**src/rtl/cpu_pipe_pkg.sv**
```systemverilog
// Shared definitions for the CPU inter-stage register bank.
// Holds the occupancy width derivation and the payload field offsets.
package cpu_pipe_pkg;

  // Each stage holds two entries, so the count must reach 2*DEPTH without wrapping.
  function automatic int cnt_w(input int depth);
    return $clog2(2 * depth + 1);
  endfunction

  localparam int OPC_LSB     = 12;
  localparam int OPC_W       = 4;
  localparam int DST_LSB     = 9;
  localparam int DST_W       = 3;
  localparam int ALU_LSB     = 2;
  localparam int ALU_W       = 7;
  localparam int MEM2REG_BIT = 1;
  localparam int REGWE_BIT   = 0;

endpackage

```
**src/rtl/pipe_skid_slot.sv**
```systemverilog
// One elastic pipeline stage: a main and a skid register.
// The upstream ready depends only on the skid valid bit, so it is a register output.
module pipe_skid_slot #(
  parameter int WIDTH = 16
) (
  input  logic             clk,
  input  logic             rst,
  input  logic             i_flush,
  input  logic             i_up_valid,
  input  logic [WIDTH-1:0] i_up_data,
  output logic             o_up_ready,
  output logic             o_dn_valid,
  input  logic             i_dn_ready,
  output logic [WIDTH-1:0] o_dn_data,
  output logic             o_main_v,
  output logic             o_skid_v
);

  logic             r_main_v, r_skid_v;
  logic [WIDTH-1:0] r_main_d, r_skid_d;
  logic             w_acc, w_drain;

  assign w_acc      = i_up_valid & ~r_skid_v;
  assign w_drain    = r_main_v & i_dn_ready;
  assign o_up_ready = ~r_skid_v;
  assign o_dn_valid = r_main_v;
  assign o_dn_data  = r_main_d;
  assign o_main_v   = r_main_v;
  assign o_skid_v   = r_skid_v;

  // The skid is only ever filled while main is full, so a skid beat implies a main beat.
  always_ff @(posedge clk or posedge rst) begin
    if (rst) begin
      r_main_v <= 1'b0;
      r_skid_v <= 1'b0;
      r_main_d <= '0;
      r_skid_d <= '0;
    end else if (i_flush) begin
      // A beat draining this edge was already taken downstream; everything else dies.
      r_main_v <= 1'b0;
      r_skid_v <= 1'b0;
    end else if (w_drain && r_skid_v) begin
      r_main_d <= r_skid_d;
      r_skid_v <= 1'b0;
    end else if (w_acc && (!r_main_v || w_drain)) begin
      r_main_v <= 1'b1;
      r_main_d <= i_up_data;
    end else if (w_acc) begin
      r_skid_v <= 1'b1;
      r_skid_d <= i_up_data;
    end else if (w_drain) begin
      r_main_v <= 1'b0;
    end
  end

endmodule

```
**src/rtl/pipe_stage_bank.sv**
```systemverilog
// Elastic chain of DEPTH skid slots replacing the CPU inter-stage registers.
// Ready travels backwards one slot per cycle; there is no combinational out_ready->in_ready path.
module pipe_stage_bank
  import cpu_pipe_pkg::*;
#(
  parameter int WIDTH = 16,
  parameter int DEPTH = 4,
  parameter int CNT_W = cnt_w(DEPTH)
) (
  input  logic             clk,
  input  logic             rst,
  input  logic             in_valid,
  output logic             in_ready,
  input  logic [WIDTH-1:0] in_data,
  input  logic [DEPTH-1:0] flush,
  output logic             out_valid,
  input  logic             out_ready,
  output logic [WIDTH-1:0] out_data,
  output logic [CNT_W-1:0] occupancy
);

  logic [DEPTH:0]            w_vld, w_rdy;
  logic [DEPTH:0][WIDTH-1:0] w_dat;
  logic [DEPTH-1:0]          w_main_v, w_skid_v;
  logic [CNT_W-1:0]          w_occ;

  assign w_vld[0]     = in_valid;
  assign w_dat[0]     = in_data;
  assign in_ready     = w_rdy[0];
  assign w_rdy[DEPTH] = out_ready;
  assign out_valid    = w_vld[DEPTH];
  assign out_data     = w_dat[DEPTH];

  for (genvar g = 0; g < DEPTH; g++) begin : g_slot
    pipe_skid_slot #(.WIDTH(WIDTH)) u_slot (
      .clk        (clk),
      .rst        (rst),
      .i_flush    (flush[g]),
      .i_up_valid (w_vld[g]),
      .i_up_data  (w_dat[g]),
      .o_up_ready (w_rdy[g]),
      .o_dn_valid (w_vld[g+1]),
      .i_dn_ready (w_rdy[g+1]),
      .o_dn_data  (w_dat[g+1]),
      .o_main_v   (w_main_v[g]),
      .o_skid_v   (w_skid_v[g])
    );
  end

  always_comb begin
    w_occ = '0;
    for (int i = 0; i < DEPTH; i++)
      w_occ = w_occ + CNT_W'(w_main_v[i]) + CNT_W'(w_skid_v[i]);
  end

  assign occupancy = w_occ;

endmodule

```
**config.mk**
```make
export PLATFORM = sky130hd
export DESIGN_NAME = pipe_stage_bank
export DESIGN_NICKNAME = d
export VERILOG_FILES = /design/src/rtl/cpu_pipe_pkg.sv /design/src/rtl/pipe_skid_slot.sv /design/src/rtl/pipe_stage_bank.sv
export SDC_FILE = /design/constraint.sdc
export NUM_CORES = 1
export LEC_CHECK = 0
export CAP_MARGIN = 30
export CORE_MARGIN = 8
export CORE_UTILIZATION = 45
export DETAILED_ROUTE_END_ITERATION = 6
export PLACE_DENSITY = 0.73
export SLEW_MARGIN = 20
export SYNTH_ARGS = -nofsm -noshare
export SYNTH_HDL_FRONTEND = slang
export SYNTH_SLANG_ARGS = --single-unit
```
**constraint.sdc**
```tcl
create_clock -name clk -period 7.6 [get_ports clk]
set_clock_uncertainty 0.1 [all_clocks]
set_input_delay 1.52 -clock clk [delete_from_list [all_inputs] [get_ports clk]]
set_output_delay 1.52 -clock clk [all_outputs]
set_load 0.1 [all_outputs]
```
==> summary.txt <==
Clock tree
  • Post-CTS Resized: 0
  • Clk Latency, worst-skew pair: about 0.41 ns
  • CTS buffer count: 17
  • Clk slew on worst S/H paths: approximately 0.060 ns
  • Post-CTS Setup Inserts: 0
  • Cts hold-fix bufs: 0
  • Root Driver: clkbuf_16
  • Clock buffer depth: 2
  • CTS tree: yes
  • Clock sinks: roughly 140
  • CTS H-tree lvls: 4

Power and ir drop
  • Max IR drop VDD: slightly below 0.3 mV
  • Leakage: roughly 0.0035 uW
  • P per Cell Area: between 300 and 400 nW/um^2

Cells and area
  • Area Overhead vs Synth: 17.6%
  • Final net count: 524
  • Final std cells w/o fill: between 600 and 700
  • Ant. Diodes: 0
  • Fill cell count: ~1.1k
  • Finished Cell Area: approximately 7600 um^2
  • Layout cells sized above 1: between 40% and 50%

Synth
  • Syn Area/Cell: about 15 um^2
  • Synthesized area: 6460 um^2
  • Main synth FF type: dfrtp_1
  • Asr flop ratio synth: 100%
  • Sequential share of the synthesized area: ~53%
  • Synth Register Bits: roughly 140
  • Netlist cell types: 30
  • Cells after synthesis: 445
  • Synth Warn #: 0
  • Number of synthesized flops with an enable pin: 0
  • Post-synth net total: around 480

Timing
  • Least-Margin Pin Slew: roughly 1 ns
  • Final setup fails: 0
  • Max transition margin: roughly 34%
  • Period utilization: 81.7%
  • RSZ-0062 raised after global routing: no
  • Slew Viols, Final: 0
  • Setup TNS: 0 ns
  • Final hold vios: 0
  • Fmax: 161 MHz
  • Fin crit period: 6.21 ns

Flow run
  • Max Cap Viol: 0

Global route
  • First-pass GRT wire length: roughly 19 mm
  • Vias in the first global route: slightly below 4k
  • Largest net degree at the start of global routing: just over 80
  • Total gr overflow: 0
  • Antenna violations before repair: 0
  • GRT Overall Usage: between 10 and 15%

Floorplanning
  • Die Wd: ~140 um
  • IO Pins: 46
  • Die ar.: 18400 um^2
  • Core Region: between 10000 and 15000 um^2
  • Die Span Y: around 140 um
  • Initial core utilization: between 40% and 50%
  • Core Rows: 43

Critical path
  • Max incr delay on CP: around 1.2 ns
  • Worst EP arrival: 4.59 ns
  • R2r setup slk: 5.46 ns
  • Crit-path slowest cell: clkdlybuf4s50_1
  • CP Max Fanout: 9
  • Startpoint types: register
  • Crit-path most repeated cell: fa_1
  • Worst path cell trace: fa_1 > inv_1 > fa_1 > fa_1 > inv_1 > ha_1 > inv_1 > fa_1 > xnor2_1 > clkdlybuf4s50_1
  • Reg2reg end: g_slot[1].u_slot.r_skid_d[5]$_DFFE_PP0P_
  • CP Capture Type: primary output
  • Critical path class: register to primary output
  • CP required: ~6 ns
  • Critical R2R Launch: g_slot[0].u_slot.o_dn_valid$_DFFE_PP0P_
  • R2R cell count: 3

Min path
  • Hold-critical path depth: 1
  • Hold path endpoint: g_slot[3].u_slot.o_dn_data[6]$_DFFE_PP0P_
  • Min-delay src: g_slot[3].u_slot.o_dn_data[6]$_DFFE_PP0P_
  • Hold Path Class: register to register

Placement
  • Port Buffer Count: 45
  • RD Place Congestion: about 0.71
  • Cell Area, Placed: around 7000 um^2
  • Cells after DPL: around 650
  • Post-DP HPWL: 7.32 mm

Run status
  • Status: finished clean

Routing
  • 1st-pass router iterations: 3
  • Vias per std cell: about 5
  • DR vias: 3514
  • Initial DRC count: between 100 and 150
  • WL final: roughly 11 mm
  • WL/cell: ~15 um
  • DRC violations left: 0
  • ANT nets after route: 0
[critical path: cells and delay by family (launching register included)]
kind / cells / cell delay, ns
flip-flops: 1 / 0.53
adder cells (fa/ha/maj): 5 / 2.11
buffers and inverters: 4 / 1.36
XOR/XNOR: 1 / 0.17
[flip-flops by register name, summed over array words and instances (netlist names)]
signal,flops
g_slot.u_slot.o_dn_valid,4
g_slot.u_slot.r_skid_d,64
g_slot.u_slot.o_dn_data,64
g_slot.u_slot.o_skid_v,4
[layout make-up]
cell class | count | area, um^2 | share of cell area (%)
Multi-Input combinational cell | 256 | 2770 | 36.5
Inverter | 32 | 123 | 1.61
Timing Repair Buffer | 50 | 503 | 6.62
Sequential cell | 136 | 3400 | 44.8
Clock inverter | 13 | 129 | 1.70
Clock buffer | 19 | 443 | 5.83
Tap cell | 180 | 225 | 2.96
[through the flow]
stage / util [%] / hold slack (ns) / worst slack, ns / power (uW)
2_1_floorplan: - / 0.377 / 1.77 / 1440
3_3_place_gp: 50.2 / 0.386 / 1.95 / 1590
3_5_place_dp: 50.2 / 0.392 / 1.79 / 1600
4_1_cts: 54.3 / 0.405 / 1.34 / 2400
5_1_grt: 54.5 / 0.410 / 1.25 / 2480
6_report: 54.5 / 0.402 / 1.39 / 2370
[cell usage after synthesis (3+ instances only)]
cell type  count  area (um^2)
nand2b_1       4         25.0
nand2_1       20         75.1
buf_6          7         78.8
mux2_2       166         1870
nand3b_4       3         60.1
ha_1           3         37.5
buf_4          6         45.0
mux2_4         9          135
mux2i_1       16          160
fa_1           4         80.1
dfrtp_1      136         3400
a21oi_1        7         35.0
inv_1         30          113
buf_2          8         40.0
o21ai_0        4         20.0
[worst max path at each step]
stage | depth (start not counted) | end | start | slack [ns]
after floorplan | 9 | occupancy[2] | g_slot[0].u_slot.o_skid_v$_DFFE_PP0P_ | 1.77
after global placement | 10 | occupancy[2] | g_slot[0].u_slot.o_dn_valid$_DFFE_PP0P_ | 1.95
after detailed placement | 10 | occupancy[2] | g_slot[0].u_slot.o_dn_valid$_DFFE_PP0P_ | 1.79
after CTS | 10 | occupancy[2] | g_slot[0].u_slot.o_dn_valid$_DFFE_PP0P_ | 1.34
after global routing | 10 | occupancy[2] | g_slot[0].u_slot.o_dn_valid$_DFFE_PP0P_ | 1.25
final | 10 | occupancy[2] | g_slot[0].u_slot.o_dn_valid$_DFFE_PP0P_ | 1.39
[routing by layer]
layer | track usage [%] | wire length, um
met1 | 14.8 | 4580
met2 | 21.2 | 5460
met3 | 4.13 | 422
met4 | 5.24 | 155
met5 | 0 | 0
[layout by cell type, fill, tap and decap left out, types with 3 or more instances in the layout]
cell             count
o21ai_0              4
nand2b_1             4
mux2_2             166
mux2i_1             16
clkinv_2             6
clkdlybuf4s50_1     45
a21oi_1              7
clkbuf_16           17
fa_1                 4
clkinvlp_4           4
inv_1               29
nand2_1             20
nand3b_4             3
ha_1                 3
dfrtp_1            136
mux2_4               9
[cells by family (layout without fill, tap and decap cells)]
| group | after synthesis | after routing | synth area share, % |
|---|---|---|---|
| compound gates | 18 | 18 | 2.65 |
| xor+xnor | 1 | 1 | 0.136 |
| fa+ha+maj | 7 | 7 | 1.82 |
| buf+inv | 53 | 114 | 4.40 |
| flops | 136 | 136 | 52.7 |
| mux | 192 | 192 | 33.7 |
| simple gates | 38 | 38 | 4.65 |
[where the power goes]
part           switching (uW)  internal (uW)  total [uW]
clock network             299            488         787
registers                91.0            859         950
logic                     386            243         629
No activity file was read; power rests on OpenSTA's default activity.
